**config.mk**
```make
export PLATFORM = sky130hd
export DESIGN_NAME = lcd_nibble_feeder
export DESIGN_NICKNAME = d
export VERILOG_FILES = /design/src/rtl/lcd_nibble_feeder.sv
export SDC_FILE = /design/constraint.sdc
export NUM_CORES = 1
export LEC_CHECK = 0
export ABC_AREA = 1
export ABC_CLOCK_PERIOD_IN_PS = 4000
export CORE_UTILIZATION = 30
export CTS_CLUSTER_DIAMETER = 60
export DETAILED_ROUTE_END_ITERATION = 12
export DONT_BUFFER_PORTS = 1
export HOLD_SLACK_MARGIN = 0.03
export PLACE_DENSITY = 0.43
export SYNTH_ARGS = -nofsm -noshare
export SYNTH_HDL_FRONTEND = slang
export SYNTH_SLANG_ARGS = --single-unit
```
**constraint.sdc**
```tcl
create_clock -name clk -period 4 [get_ports clk]
set_clock_uncertainty 0.15 [all_clocks]
set_input_delay 0.8 -clock clk [delete_from_list [all_inputs] [get_ports clk]]
set_output_delay 0.8 -clock clk [all_outputs]
set_load 0.02 [all_outputs]
```
**src/rtl/lcd_nibble_feeder.sv**
```systemverilog
// -----------------------------------------------------------------------------
// lcd_nibble_feeder
//
// Streams one LCD line of 4-bit pixel data out of a byte-wide framebuffer.
// The timing stage announces frames (frame_start), lines (line_start) and
// individual CL2 shifts (shift_tick). For every line this block reads the
// line's bytes in order, splits each one into high nibble then low nibble,
// and presents the current nibble on lcd_d so that each shift_tick consumes
// exactly one nibble.
//
// Parameters
//   NIBBLES : CL2 shifts per line (must be even)
//   LINES   : lines per frame
//   ADDR_W  : framebuffer byte-address width, 2**ADDR_W >= LINES*NIBBLES/2
//
// Ports
//   clk         in   single clock, rising edge
//   rst         in   synchronous active-high reset
//   frame_start in   1-clk pulse, rewinds the line counter to 0
//   line_start  in   1-clk pulse, begins the next line (aborts a busy one)
//   shift_tick  in   1-clk pulse, consumes the nibble currently on lcd_d
//   fb_rd       out  framebuffer read strobe
//   fb_addr     out  framebuffer byte address, valid while fb_rd is high
//   fb_data     in   read data, valid exactly one clk after fb_rd
//   lcd_d       out  current nibble D3..D0 (0 when no real pixel is held)
//   data_valid  out  lcd_d holds a real pixel nibble
//   line_busy   out  a line is in progress
//   underrun    out  sticky: a nibble was consumed before it was available,
//                    or a line was aborted by a new line_start
// -----------------------------------------------------------------------------
module lcd_nibble_feeder #(
   parameter int NIBBLES = 240,
   parameter int LINES   = 32,
   parameter int ADDR_W  = 12
) (
   input  logic              clk,
   input  logic              rst,
   input  logic              frame_start,
   input  logic              line_start,
   input  logic              shift_tick,
   output logic              fb_rd,
   output logic [ADDR_W-1:0] fb_addr,
   input  logic [7:0]        fb_data,
   output logic [3:0]        lcd_d,
   output logic              data_valid,
   output logic              line_busy,
   output logic              underrun
);

   // Bytes per line, and counter widths sized so that NIBBLES-1, NB and
   // LINES-1 are all representable.
   localparam int NB    = NIBBLES / 2;
   localparam int NIB_W = (NIBBLES > 2) ? $clog2(NIBBLES) : 1;
   localparam int BI_W  = $clog2(NB + 1);
   localparam int LI_W  = (LINES > 1) ? $clog2(LINES) : 1;

   typedef enum logic [1:0] {
      IDLE = 2'd0,
      FILL = 2'd1,
      RUN  = 2'd2
   } state_t;

   // ---------------------------------------------------------------------
   // State registers
   // ---------------------------------------------------------------------
   state_t            state_q,      state_d;
   logic [LI_W-1:0]   line_idx_q,   line_idx_d;
   logic [ADDR_W-1:0] base_q,       base_d;
   logic [NIB_W-1:0]  nib_q,        nib_d;      // nibble now presented
   logic [BI_W-1:0]   rd_idx_q,     rd_idx_d;   // next byte to request
   logic [BI_W-1:0]   arr_idx_q,    arr_idx_d;  // byte index of next return
   logic [7:0]        cur_q,        cur_d;      // byte holding nibble nib_q
   logic              cur_vld_q,    cur_vld_d;
   logic [7:0]        pf_q,         pf_d;       // prefetched following byte
   logic              pf_vld_q,     pf_vld_d;
   logic              fb_rd_q,      fb_rd_d;
   logic [ADDR_W-1:0] fb_addr_q,    fb_addr_d;
   logic              ack_q,        ack_d;      // fb_data is valid this clk
   logic [3:0]        lcd_d_q,      lcd_d_d;
   logic              data_valid_q, data_valid_d;
   logic              line_busy_q,  line_busy_d;
   logic              underrun_q,   underrun_d;

   // Working copies inside the next-state logic. Each event of the clk is
   // applied in order: tick first (it frees buffer space and moves the
   // nibble pointer), then the returning byte, then the read decision.
   logic [LI_W-1:0]   li;
   logic [NIB_W-1:0]  n;
   logic [BI_W-1:0]   need_idx;
   logic [7:0]        c;
   logic              c_vld;
   logic [7:0]        p;
   logic              p_vld;
   logic              line_done;

   always_comb begin
      state_d      = state_q;
      line_idx_d   = line_idx_q;
      base_d       = base_q;
      nib_d        = nib_q;
      rd_idx_d     = rd_idx_q;
      arr_idx_d    = arr_idx_q;
      cur_d        = cur_q;
      cur_vld_d    = cur_vld_q;
      pf_d         = pf_q;
      pf_vld_d     = pf_vld_q;
      fb_rd_d      = 1'b0;
      fb_addr_d    = fb_addr_q;
      ack_d        = 1'b0;
      lcd_d_d      = lcd_d_q;
      data_valid_d = data_valid_q;
      underrun_d   = underrun_q;

      // frame_start takes effect before a coincident line_start.
      li        = frame_start ? '0 : line_idx_q;
      n         = nib_q;
      need_idx  = '0;
      c         = cur_q;
      c_vld     = cur_vld_q;
      p         = pf_q;
      p_vld     = pf_vld_q;
      line_done = 1'b0;

      if (frame_start) begin
         line_idx_d = '0;
      end

      if (line_start) begin
         // A new line always wins. Anything still buffered or in flight for
         // the old line is dropped: the ack pipeline is cleared, so a byte
         // returning next clk is never captured.
         if (state_q != IDLE) begin
            underrun_d = 1'b1;
         end
         base_d       = ADDR_W'(li) * ADDR_W'(NB);
         line_idx_d   = (li == LI_W'(LINES - 1)) ? '0 : li + 1'b1;
         state_d      = FILL;
         nib_d        = '0;
         rd_idx_d     = BI_W'(1);
         arr_idx_d    = '0;
         cur_vld_d    = 1'b0;
         pf_vld_d     = 1'b0;
         fb_rd_d      = 1'b1;
         fb_addr_d    = base_d;
         lcd_d_d      = 4'h0;
         data_valid_d = 1'b0;
      end else if (state_q != IDLE) begin
         // --- consume a nibble ---------------------------------------------
         if (shift_tick) begin
            if (!data_valid_q) begin
               underrun_d = 1'b1;
            end
            if (nib_q == NIB_W'(NIBBLES - 1)) begin
               line_done = 1'b1;
            end else begin
               n = nib_q + 1'b1;
               // Leaving a low nibble finishes the byte; the prefetch
               // (if it has arrived) becomes the current byte.
               if (nib_q[0]) begin
                  c     = p;
                  c_vld = p_vld;
                  p_vld = 1'b0;
               end
            end
         end

         if (line_done) begin
            state_d      = IDLE;
            nib_d        = '0;
            cur_vld_d    = 1'b0;
            pf_vld_d     = 1'b0;
            lcd_d_d      = 4'h0;
            data_valid_d = 1'b0;
         end else begin
            // --- accept the returning byte --------------------------------
            // Bytes come back in request order. A byte whose nibbles were
            // already skipped by underrun ticks is simply discarded.
            need_idx = BI_W'(n >> 1);
            if (ack_q) begin
               arr_idx_d = arr_idx_q + 1'b1;
               if (arr_idx_q == need_idx) begin
                  c     = fb_data;
                  c_vld = 1'b1;
               end else if (arr_idx_q > need_idx) begin
                  p     = fb_data;
                  p_vld = 1'b1;
               end
            end

            // --- issue the next read --------------------------------------
            // Only when nothing is in flight after this clk's return and the
            // prefetch slot is free, which bounds buffering to two bytes.
            if (!fb_rd_q && !p_vld && (rd_idx_q < BI_W'(NB))) begin
               fb_rd_d   = 1'b1;
               fb_addr_d = base_q + ADDR_W'(rd_idx_q);
               rd_idx_d  = rd_idx_q + 1'b1;
            end
            ack_d = fb_rd_q;

            if ((state_q == FILL) && c_vld) begin
               state_d = RUN;
            end

            nib_d        = n;
            cur_d        = c;
            cur_vld_d    = c_vld;
            pf_d         = p;
            pf_vld_d     = p_vld;
            lcd_d_d      = c_vld ? (n[0] ? c[3:0] : c[7:4]) : 4'h0;
            data_valid_d = c_vld;
         end
      end

      line_busy_d = (state_d != IDLE);
   end

   // ---------------------------------------------------------------------
   // Registers: state machine, buffers and all outputs
   // ---------------------------------------------------------------------
   always_ff @(posedge clk) begin
      if (rst) begin
         state_q      <= IDLE;
         line_idx_q   <= '0;
         base_q       <= '0;
         nib_q        <= '0;
         rd_idx_q     <= '0;
         arr_idx_q    <= '0;
         cur_q        <= '0;
         cur_vld_q    <= 1'b0;
         pf_q         <= '0;
         pf_vld_q     <= 1'b0;
         fb_rd_q      <= 1'b0;
         fb_addr_q    <= '0;
         ack_q        <= 1'b0;
         lcd_d_q      <= 4'h0;
         data_valid_q <= 1'b0;
         line_busy_q  <= 1'b0;
         underrun_q   <= 1'b0;
      end else begin
         state_q      <= state_d;
         line_idx_q   <= line_idx_d;
         base_q       <= base_d;
         nib_q        <= nib_d;
         rd_idx_q     <= rd_idx_d;
         arr_idx_q    <= arr_idx_d;
         cur_q        <= cur_d;
         cur_vld_q    <= cur_vld_d;
         pf_q         <= pf_d;
         pf_vld_q     <= pf_vld_d;
         fb_rd_q      <= fb_rd_d;
         fb_addr_q    <= fb_addr_d;
         ack_q        <= ack_d;
         lcd_d_q      <= lcd_d_d;
         data_valid_q <= data_valid_d;
         line_busy_q  <= line_busy_d;
         underrun_q   <= underrun_d;
      end
   end

   assign fb_rd      = fb_rd_q;
   assign fb_addr    = fb_addr_q;
   assign lcd_d      = lcd_d_q;
   assign data_valid = data_valid_q;
   assign line_busy  = line_busy_q;
   assign underrun   = underrun_q;

endmodule

```
After elaboration in Yosys (flattened, before gate mapping). Cells that the tools add are included.

Register bits after elaboration: 76. Bits of input ports: 13. Logic and storage cells: 114.

Add/sub/neg operators: 5. Multiply operators: 1. Order comparisons: 2. Equal/unequal tests: 6. Muxes and demuxes: 60. Bitwise logic cells: 4. Reduce and logical (&&, ||, !) cells: 18.

Operator list (count): 8-bit two-way mux (10); 12-bit two-way mux (4); 1-bit two-way mux (36); 5-bit two-way mux (3); 3-bit AND reduction (5); 7-bit by 1-bit adder with 7-bit output, second input constant (2); 12-bit by 7-bit adder with 12-bit output (1); 4-bit two-way mux (3); 2-bit nonzero test (5); 5-bit by 4-bit multiplier with 9-bit output, second input constant (1); 8-bit by 1-bit adder with 8-bit output, second input constant (1); 8-bit equality test, second input constant (1); 2-bit two-way mux (4); 7-bit equality test (1); 7-bit greater-than comparator (1); 7-bit less-than comparator, second input constant (1); 6-bit AND reduction (1); 5-bit by 1-bit adder with 5-bit output, second input constant (1); 5-bit equality test, second input constant (1); 2-bit inequality test, second input constant (2); 1-bit inverter (4); 4-bit OR reduction (1); 1-bit logical AND (3); 2-bit by 1-bit equality test with 1-bit output, second input constant (1); 2 further kinds (3).

Depth between registers and ports, before layout.
Word-level depth: 19. Depth in mapped cells: 21. Gate-level depth less buffers: 20.

Worst setup path before layout. No wires, ideal clock.

Path kind: input to register. Start: input port frame_start. End: register fb_addr_q[8] (netlist: fb_addr[8]). Setup time: 0.070 ns. Arrival time: 3.241 ns. Data required time: 3.780 ns. Setup slack: 0.539 ns. Cell stages on the path: 14. Path buffers: 0. Cell sequence: inv_1 nand2_1 inv_1 fa_1 fa_1 ha_1 nand2_1 nand2_1 a31oi_1 xor2_1 nand2_1 nand2_1 inv_1 a21oi_1.

Longest elaborated chain between the ends: 3.

RTL lines: start, declared (RTL line 38) `input logic frame_start,`; 5-bit two-way mux; 5-bit by 4-bit multiplier with 9-bit output (RTL line 135) `base_d = ADDR_W'(li) * ADDR_W'(NB);`; 12-bit two-way mux (RTL line 128) `if (line_start) begin`; end signal, assigned (RTL line 251) `fb_addr_q <= fb_addr_d;`; end, declared (RTL line 77) `logic [ADDR_W-1:0] fb_addr_q, fb_addr_d;`.

No other way between the ends. A chain may end at the register's enable or synchronous reset.

Worst setup path in the final report.
Start: input port frame_start. End: register fb_addr_q[11] (netlist: fb_addr[11]).

Same word-level chain as after synthesis.

==> results <==
- For this design the static power due to leakage is 2.21 nW.
- The launching point of the worst reg2reg path is nib_q[1]$_SDFFE_PP0N_.
- The number of hold-repair buffers added at the cts stage is 0.
- The number of different library cells used by synthesis comes to 45.
- The core occupancy in the finished layout is between 30% and 40%.
- Of the synthesized area, sequential elements account for around 34%.
- For the pin with the worst max-slew slack, the measured transition is about 0.98 ns.
- The die area is 15400 um2.
- The root buffer cell is sky130_fd_sc_hd__clkbuf_16.
- The number of cells traversed by the worst register-to-register path is 15.
- The number of placed instances, taps included is 772.
- The wire-length estimate of the detail-placed layout is slightly above 8000 um.
- The delay of the slowest cell on the worst path is around 0.54 ns.
- The final instance count without filler cells is 787.
- The top cell types in the final layout, fill and taps aside, are 124 x sky130_fd_sc_hd__nand2_1, 86 x sky130_fd_sc_hd__inv_1, 76 x sky130_fd_sc_hd__dfxtp_1.
- The post-synthesis register bit count is 76.
- The initial antenna violation count came to 0.
- The count of unresolved DRC violations after routing is 0.
- The worst-case headroom to the max-slew limit is 33.9%.
- Compared with the post-synthesis result, the final layout area differs by 9.82%.
- The post-CTS resize count is 0.
- The worst path buffer plus inverter count is 4.
- The data arrival at the endpoint of the critical path is ~3.4 ns.
- The first global-routing pass estimated 19000 um of wire.
- The worst-case hold slack is about 0.31 ns.
- The placed instances occupy a cell area of 4610 um2.
- The endpoint identified for the worst register-to-register timing path is fb_addr[9]$_SDFFE_PP0P_.
- The time the worst path needs with I/O delays and setup is about 3.4 ns.
- After global routing the overflow that remains totals 0.
- Summing every instance area after synthesis gives roughly 4500 um2.
- The worst hold path depth is 2.
- The number of warning messages in the yosys log is 0.
- The via count normalized by instance count is 4.82.
- The number of sinks on the clock net is 76.
- Power spread over the standard cell area amounts to ~350 nW/um2.
- The synthesized area divided by synthesized cell count is roughly 7.4 um2.
- The maximum number of pins on one net before global-route repair is 28.
- The instance count of the mapped netlist is ~600.
- The worst-case IR drop observed on VDD is about 210 uV.
- The run finished with clean final reports.
- The proportion of layout cells with a drive suffix above 1 is just under 9%.
- The library cell used most frequently in the layout, excluding fill and tap cells, is sky130_fd_sc_hd__nand2_1.
- The die is 124 um tall.
- The number of buffers on the longest clock path is 2.
- For the worst setup path, the data required time is roughly 4.1 ns.
- The post-route setup TNS is 0 ns.
- The max-slew violation count is 0.
- The first detailed-routing pass ran for 5 iterations.
- The clock reaches the later pin of the worst-skew pair after 0.34 ns.
- The first routing iteration left 324 violations.
- Setup violations remaining at the end of the flow were counted as 0.
- For flop-to-flop paths, the worst setup slack is approximately 0.66 ns.
- The signal on the critical path passes through inv_1, nand2_1, inv_1, fa_1, inv_1, fa_1, inv_1, fa_1, nand4_1, nand3_1, o21ai_0, nand2_1, nor2_1, nor2_1.
- The cell repeated most along the worst path is sky130_fd_sc_hd__inv_1.
- Combinational cells account for a little under 7% of the total power.
- In the final routed layout, each cell accounts on average for about 14 um.
- For this run, the post-layout net count is between 600 and 700.
- The endpoint with the worst hold slack is pf_q[5]$_SDFFE_PP0P_.
- The critical path's slowest cell is sky130_fd_sc_hd__fa_1.
- The initial core utilization is between 30% and 40%.
- Counting the buffers created by CTS gives 9.
- The clock-pin slew on the worst setup and hold paths is ~0.060 ns.
- The total track usage is between 15 and 20%.
- The share of the clock period used by the worst path after layout is 84.1%.
- The core region is around 15000 um2.
- The number of top-level pins is 33.
- The x dimension of the die is 124 um.
- The source of the worst hold timing path is pf_q[5]$_SDFFE_PP0P_.
- The number of global-route vias before repair is around 3.8k.
- The final route contains between 3k and 4k vias.
- The H-tree was split into 3 levels.
- The switching portion of total power is 24.6%.
- The quantity of I/O buffers inserted on ports is 0.
- In this run the worst hold path is classified as reg -> reg.
- In this run the core area contains between 40 and 50 standard-cell rows.
- The biggest fanout along the worst timing path is 7.
- In this run the remaining antenna-violating nets after routing total 0.
- At the end of routability-driven placement, the weighted congestion stood at 0.824.
- The post-CTS setup-driven buffer insertion count is 0.
- The start-to-end type of the worst setup path is in -> reg.
- The number of nets in the synthesized netlist is 653.
- The finished cells cover just under 5000 um2.
- The fraction of power consumed by the clock network is a little under half.
- The number of failing hold endpoints at the final stage came to 0.
- The tool flagged a number of max-cap violations equal to 0.
- The cell internal power dissipation is about 1.3 mW.
- 0 antenna diodes ended up in the layout.
- The part of the total power dissipated in sequential elements is 45.8%.
- The family with the most delay on the worst path is adder cells.
- The TritonCTS clock tree is yes.
- The worst setup path is captured at a flop.
- Static timing analysis puts the maximum clock frequency at 297 MHz.
- The net switching component of the power is 0.426 mW.
- For this block, the routed nets add up to approximately 11000 um of wire.
- Setup repair after global routing left no endpoint under its margin.
- The nature of the critical path startpoint is an input port.
-- synth_stat cells, drive strengths merged --
master / number / area (um2)
xor2: 6 / 52.6
nor3b: 1 / 7.51
a21oi: 56 / 284
nand3b: 1 / 7.51
nand3: 61 / 348
nor3: 11 / 70.1
dfxtp: 76 / 1520
nor4: 2 / 12.5
clkbuf: 9 / 33.8
ha: 29 / 363
and3: 1 / 6.26
nand2: 133 / 537
a211oi: 1 / 12.5
or3: 1 / 6.26
inv: 91 / 344
or2: 1 / 6.26
a31oi: 2 / 12.5
o22ai: 5 / 31.3
o21ai: 28 / 140
nor2: 33 / 161
clkinv: 1 / 3.75
o21bai: 1 / 7.51
buf: 9 / 72.6
nand4: 18 / 113
xnor2: 5 / 43.8
fa: 8 / 160
a21o: 1 / 7.51
o211ai: 9 / 67.6
o32ai: 1 / 8.76
mux2: 1 / 11.3
o21a: 1 / 7.51
-- power by group through the flow --
stage,registers [mW],clock network (mW),logic (mW)
final,0.791,0.818,0.120
after global routing,0.793,0.885,0.137
after CTS,0.791,0.849,0.121
after detailed placement,0.808,0,0.121
after global placement,0.808,0,0.121
after floorplan,0.804,0,0.0995
-- state kept, by name (all words and copies together), names as in the netlist, 2 cells and up --
signal	cells
state_q	2
pf_q	8
nib_q	8
cur_q	8
fb_addr	12
rd_idx_q	7
base_q	9
lcd_d	4
arr_idx_q	7
line_idx_q	5
-- cell type report --
class | instances | area (um2)
multi-input combinational | 417 | 2480
inverter | 92 | 348
timing repair buffer | 3 | 22.5
tap | 184 | 230
fill | 1565 | 9640
clock buffer | 10 | 239
sequential | 76 | 1520
clock inverter | 5 | 52.6
-- cells by family after synthesis --
group | count (synthesis) | share of synthesized area, %
compound gates | 105 | 13.0
xor+xnor | 11 | 2.16
simple gates | 263 | 28.6
buf+inv | 110 | 10.2
fa+ha+maj | 37 | 11.7
flops | 76 | 34.1
mux | 1 | 0.252
-- metal layers --
metal,track usage (%),up-vias,wire length [um]
met5,0,-,0
met4,5.51,0,203
met3,5.22,15,670
met2,26.1,68,5080
met1,20.3,1733,5310
li1,-,1975,-
-- how the worst max path moves through the flow --
stage	from	endpoint	cells past startpoint
5_1_grt	frame_start	fb_addr[11]$_SDFFE_PP0P_	14
3_3_place_gp	frame_start	fb_addr[8]$_SDFFE_PP0P_	14
4_1_cts	frame_start	fb_addr[10]$_SDFFE_PP0P_	15
6_report	frame_start	fb_addr[11]$_SDFFE_PP0P_	14
3_5_place_dp	frame_start	fb_addr[10]$_SDFFE_PP0P_	15
2_1_floorplan	frame_start	fb_addr[8]$_SDFFE_PP0P_	14
-- worst register-to-register path, delay by kind of cell, from the launching register on --
kind                     cells  cell delay, ns
buffers and inverters        2            0.12
adder cells (fa/ha/maj)      2            0.48
multiplexers                 1            0.38
flip-flops                   1            0.38
AO/OA/AOI/OAI                2            0.31
AND/OR/NAND/NOR              8            1.44
-- stage by stage --
stage               setup slack [ns]  power [mW]
floorplan                      0.539       0.904
global placement               0.358       0.929
detailed placement             0.275       0.929
CTS                            0.621        1.76
global route                   0.287        1.81
finish                         0.635        1.73
Power figures use the tool's default switching activity.
==> RTL change 1 (same flow settings) <==
Set the parameter `NIBBLES` to 480 (it was 240).
--- a/src/rtl/lcd_nibble_feeder.sv
+++ b/src/rtl/lcd_nibble_feeder.sv
@@ -29,7 +29,7 @@
 //                    or a line was aborted by a new line_start
 // -----------------------------------------------------------------------------
 module lcd_nibble_feeder #(
-   parameter int NIBBLES = 240,
+   parameter int NIBBLES = 480,
    parameter int LINES   = 32,
    parameter int ADDR_W  = 12
 ) (
Check against the original RTL: not equivalent (Yosys sat finds a counterexample within 4 cycles, from zero or initial values and one cycle with rst high).
==> RTL change 1 against the original RTL <==
- clock power is 0.6% higher
- worst setup slack got worse by 0.14 ns
- sequential cell count increased by 2
- sequential power rose by 3%
- synthesized area rose by 0.48%
- cell area up 0.38%
- die area up 0.47%
- critical path depth grew 6
- total power is 1.5% higher
- routed wire length fell by 4.2%
- critical endpoint unchanged
==> RTL change 1: results (changes against the original RTL) <==
Ys async rst share = 0 (unchanged)
H-tree lvl count = 3 (unchanged)
Synth unique cells = 41 (was 45)
Top FF cell, synth = dfxtp_1 (unchanged)
Post-route insts no fill = 798 (was 787)
Worst path top cell family by delay = simple AND/OR/NAND/NOR gates (was adder cells)
Sequential area share after synthesis = 0.348 (was 0.341)
Initial antenna violation count = 0 (unchanged)
CTS buffer count = 9 (unchanged)
Slowest CP cell = dfxtp_1 (was fa_1)
Detailed placement HPWL = 8.02 mm (was 8.20 mm)
Outcome = finished clean (unchanged)
Internal Power = 1.31 mW (was 1.30 mW)
M3 GR Usage = 0.0379 (was 0.0522)
Grt met1 use = 0.185 (was 0.203)
Area contributors post-synth = dfxtp_1, nand2_1, ha_1, inv_1, a21oi_1 (unchanged)
Met2 Use GR = 0.246 (was 0.261)
Crit-path max FO = 9 (was 7)
Synth Area in Adders = 0.114 (was 0.117)
Post-synthesis compound-gate area fraction = 0.127 (was 0.130)
Global-route wire length before repair = 18.4 mm (was 19.0 mm)
HP Class = register to register (unchanged)
Max reg flops = 12 (unchanged)
Number of global-route vias before repair = 3572 (was 3786)
Buffers on Ports = 0 (unchanged)
Sequential power share = 0.462 (was 0.458)
VDD IR-drop max = 0.000185 V (was 0.000208 V)
Static Leak = 2.23 nW (was 2.21 nW)
Post CTS Setup Buffer Count = 0 (unchanged)
Reg clk slew, reported paths = 0.06 ns (about the same)
Synth Instances = 612 (was 603)
Final nets = 658 (was 649)
Final RePlAce weighted congestion = 0.792 (was 0.824)
Drt pass-1 iters = 4 (was 5)
Worst skew pair latency = 0.34 ns (about the same)
Share of layout cells above drive strength 1 = 0.0700 (was 0.0879)
Resize count post-CTS = 0 (unchanged)
Initial DRC count = 183 (was 324)
DR vias = 3747 (was 3791)
GR Util All Layers = 0.149 (was 0.162)
Worst-margin pin slew = 0.904 ns (was 0.985 ns)
Pre-CTS WS = 0.317 ns (was 0.275 ns)
Syn. warnings = 0 (unchanged)
Largest net degree at the start of global routing = 30 (was 28)
Critical Path AT = 3.59 ns (was 3.44 ns)
Peak per-stage delay on the critical path = 0.44 ns (was 0.54 ns)
Dpl cell area = 0.00463 mm^2 (was 0.00461 mm^2)
Post-Synth XOR/XNOR Area = 0.0352 (was 0.0216)
Placed Cells = 782 (was 772)
Post-synthesis mux area share = 0.00223 (was 0.00252)
Root buffer cell = clkbuf_16 (unchanged)
Synth cell count leaders = nand2_1, inv_1, dfxtp_1 (unchanged)
P_comb = 0.120 mW (about the same)
Routed wire length = 10.8 mm (was 11.3 mm)
Clock power frac = 0.469 (was 0.473)
-- RTL change 1: path summary, 6_finish.rpt --
check | startpoint | endpoint | slack [ns] | cells past startpoint
min reg2reg | base_q[6] | base_q[6] | 0.31 | 2
min | base_q[6] | base_q[6] | 0.31 | 2
max reg2reg | nib_q[0] | fb_addr[11] | 0.49 | 20
max | nib_q[0] | fb_addr[11] | 0.49 | 20
-- RTL change 1: final cells by class --
cell class                      instances  area [um^2]
Multi-Input combinational cell        433         2500
Fill cell                            1605         9620
Tap cell                              184          230
Clock buffer                           10          229
Timing Repair Buffer                    3         22.5
Inverter                               84          315
Sequential cell                        78         1560
Clock inverter                          6         61.3
-- RTL change 1: metal layers --
layer / vias to the layer above / wire length, um
met5: - / 0
met4: 0 / 168
met3: 12 / 415
met2: 48 / 5050
met1: 1713 / 5150
li1: 1974 / -
==> RTL change 2 (same flow settings) <==
Made on the original files. Add an input register stage for `frame_start`, `line_start`, `shift_tick` and `fb_data`, with the module's reset; this delays them by one clock.
--- a/src/rtl/lcd_nibble_feeder.sv
+++ b/src/rtl/lcd_nibble_feeder.sv
@@ -60,6 +60,25 @@
       RUN  = 2'd2
    } state_t;
 
+   logic frame_start_q;
+   logic line_start_q;
+   logic shift_tick_q;
+   logic [7:0] fb_data_q;
+
+   always_ff @(posedge clk) begin
+      if (rst) begin
+         frame_start_q <= '0;
+         line_start_q  <= '0;
+         shift_tick_q  <= '0;
+         fb_data_q     <= '0;
+      end else begin
+         frame_start_q <= frame_start;
+         line_start_q  <= line_start;
+         shift_tick_q  <= shift_tick;
+         fb_data_q     <= fb_data;
+      end
+   end
+
    // ---------------------------------------------------------------------
    // State registers
    // ---------------------------------------------------------------------
@@ -112,7 +131,7 @@
       underrun_d   = underrun_q;
 
       // frame_start takes effect before a coincident line_start.
-      li        = frame_start ? '0 : line_idx_q;
+      li        = frame_start_q ? '0 : line_idx_q;
       n         = nib_q;
       need_idx  = '0;
       c         = cur_q;
@@ -121,11 +140,11 @@
       p_vld     = pf_vld_q;
       line_done = 1'b0;
 
-      if (frame_start) begin
+      if (frame_start_q) begin
          line_idx_d = '0;
       end
 
-      if (line_start) begin
+      if (line_start_q) begin
          // A new line always wins. Anything still buffered or in flight for
          // the old line is dropped: the ack pipeline is cleared, so a byte
          // returning next clk is never captured.
@@ -146,7 +165,7 @@
          data_valid_d = 1'b0;
       end else if (state_q != IDLE) begin
          // --- consume a nibble ---------------------------------------------
-         if (shift_tick) begin
+         if (shift_tick_q) begin
             if (!data_valid_q) begin
                underrun_d = 1'b1;
             end
@@ -179,10 +198,10 @@
             if (ack_q) begin
                arr_idx_d = arr_idx_q + 1'b1;
                if (arr_idx_q == need_idx) begin
-                  c     = fb_data;
+                  c     = fb_data_q;
                   c_vld = 1'b1;
                end else if (arr_idx_q > need_idx) begin
-                  p     = fb_data;
+                  p     = fb_data_q;
                   p_vld = 1'b1;
                end
             end
Formal check against the unedited RTL: not equivalent (Yosys sat finds a counterexample within 4 cycles, from zero or initial values and one cycle with rst high).
==> RTL change 2 against the original RTL <==
- cell count increased by 10%
- routed wire length is 4.6% higher
- cell area is 8.5% higher
- synthesized cell count is 8.6% higher
- worst hold slack worse by 0.0026 ns
- register-to-register slack improved by 0.07 ns
- total power is 8.6% higher
- sequential cell count grew 11
- sequential share of layout area rose by 1.7 points
- clock power up 1%
- synthesized area grew 8.9%
- combinational power rose by 10%
- worst setup slack better by 0.098 ns
- critical path type is now register to register
==> RTL change 2: results (changes against the original RTL) <==
RR Endpoint = fb_addr[8] (was fb_addr[9])
GR Util All Layers = 0.153 (was 0.162)
Final nets = 696 (was 649)
Crit-path max FO = 14 (was 7)
Clock buffer depth = 2 (unchanged)
Buffers on Ports = 0 (unchanged)
Share of layout cells above drive strength 1 = 0.0998 (was 0.0879)
Initial DRC count = 327 (was 324)
Root buffer cell = clkbuf_16 (unchanged)
Drt pass-1 iters = 5 (unchanged)
Peak per-stage delay on the critical path = 0.34 ns (was 0.54 ns)
Slowest CP cell = dfxtp_1 (was fa_1)
Flop-to-flop setup slack = 0.73 ns (was 0.66 ns)
VDD IR-drop max = 0.000207 V (was 0.000208 V)
Sequential area share after synthesis = 0.359 (was 0.341)
Worst Hold Launch = base_q[5] (was pf_q[5])
Final Hold Slack = 0.310 ns (was 0.313 ns)
Max reg flops = 12 (unchanged)
Area contributors post-synth = dfxtp_1, nand2_1, ha_1, inv_1, nand3_1 (was dfxtp_1, nand2_1, ha_1, inv_1, a21oi_1)
R2R cell count = 18 (was 15)
Hold path endpoint = base_q[5] (was pf_q[5])
Fillers = 1735 (was 1565)
Number of global-route vias before repair = 3865 (was 3786)
Synth unique cells = 46 (was 45)
Reg2reg start = nib_q[0] (was nib_q[1])
Resize count post-CTS = 0 (unchanged)
Outcome = finished clean (unchanged)
Worst slew margin = 0.360 (was 0.339)
Internal Power = 1.36 mW (was 1.30 mW)
Critical Path AT = 3.37 ns (was 3.44 ns)
Largest net degree at the start of global routing = 30 (was 28)
Routed wire length = 11.8 mm (was 11.3 mm)
Worst path top cell family by delay = simple AND/OR/NAND/NOR gates (was adder cells)
Synth cell count leaders = nand2_1, inv_1, dfxtp_1 (unchanged)
Post CTS Setup Buffer Count = 0 (unchanged)
Final RePlAce weighted congestion = 0.805 (was 0.824)
Global-route wire length before repair = 19.5 mm (was 19.0 mm)
Static Leak = 2.42 nW (was 2.21 nW)
Top FF cell, synth = dfxtp_1 (unchanged)
Ys async rst share = 0 (unchanged)
DR vias = 4029 (was 3791)
Detailed placement HPWL = 8.51 mm (was 8.20 mm)
Initial antenna violation count = 0 (unchanged)
Syn Nets = 705 (was 653)
## RTL change 2: logic make-up (layout without fill, tap and decap cells)
group / after synthesis / after routing / share of synthesized area
AOI/OAI and AO/OA: 104 / 104 / 0.127
and+or+nand+nor: 294 / 294 / 0.286
DFF: 87 / 87 / 0.359
xor gates and xnor gates: 10 / 10 / 0.0180
adders and majority gates: 37 / 37 / 0.108
buffers and inverters: 123 / 119 / 0.103
## RTL change 2: layout make-up
class | instances | area, um^2 | share of cell area
repair buffers | 2 | 15.0 | 0.00282
clock inverters | 7 | 66.3 | 0.0125
inverters | 101 | 380 | 0.0716
flip-flops and latches | 87 | 1740 | 0.328
multi-input cells | 445 | 2620 | 0.492
clock buffers | 9 | 225 | 0.0424
well taps | 216 | 270 | 0.0508
## RTL change 2: worst max-delay path by stage
stage | depth (start not counted) | start | to
2_1_floorplan | 13 | frame_start_q | base_q[9]
3_3_place_gp | 18 | nib_q[0] | fb_addr[9]
3_5_place_dp | 18 | nib_q[0] | fb_addr[8]
4_1_cts | 18 | nib_q[0] | fb_addr[8]
5_1_grt | 18 | nib_q[0] | rd_idx_q[0]
6_report | 18 | nib_q[0] | fb_addr[8]
## RTL change 2: metal layers
layer / wire length, um / GRT usage / up-vias
met5: 0 / 0 / -
met4: 206 / 0.0657 / 0
met3: 531 / 0.0376 / 14
met2: 5220 / 0.241 / 59
met1: 5830 / 0.198 / 1856
li1: - / - / 2100
## RTL change 2: worst register-to-register path: stages, from the launching register on
cell and delay [ns]:
dfxtp_1 0.34, ha_1 0.23, nand3_2 0.09, inv_1 0.05, nand2_2 0.23, nor2_1 0.12
or2_2 0.30, inv_1 0.06, ha_1 0.24, a21oi_1 0.13, nand2_1 0.07, nand2_1 0.05
nand2_1 0.11, nand2_1 0.19, nand3_4 0.23, nand2_4 0.20, clkinv_2 0.18, nor2_1 0.15
nor2_1 0.05
## RTL change 2: power groups by stage
stage	Sequential, mW	Combinational, mW	Clock [mW]
after detailed placement	0.937	0.134	0
after floorplan	0.928	0.111	0
after global placement	0.938	0.133	0
after CTS	0.918	0.135	0.860
final	0.917	0.132	0.828
after global routing	0.921	0.152	0.902
## RTL change 2: metrics by stage
stage | instance area, um^2 | std cells | worst slack [ns]
floorplan | 4860 | 655 | 1.10
global placement | 5020 | 851 | 0.725
detailed placement | 5020 | 851 | 0.683
CTS | 5320 | 867 | 0.672
global route | 5320 | 867 | 0.430
finish | 5320 | 867 | 0.732
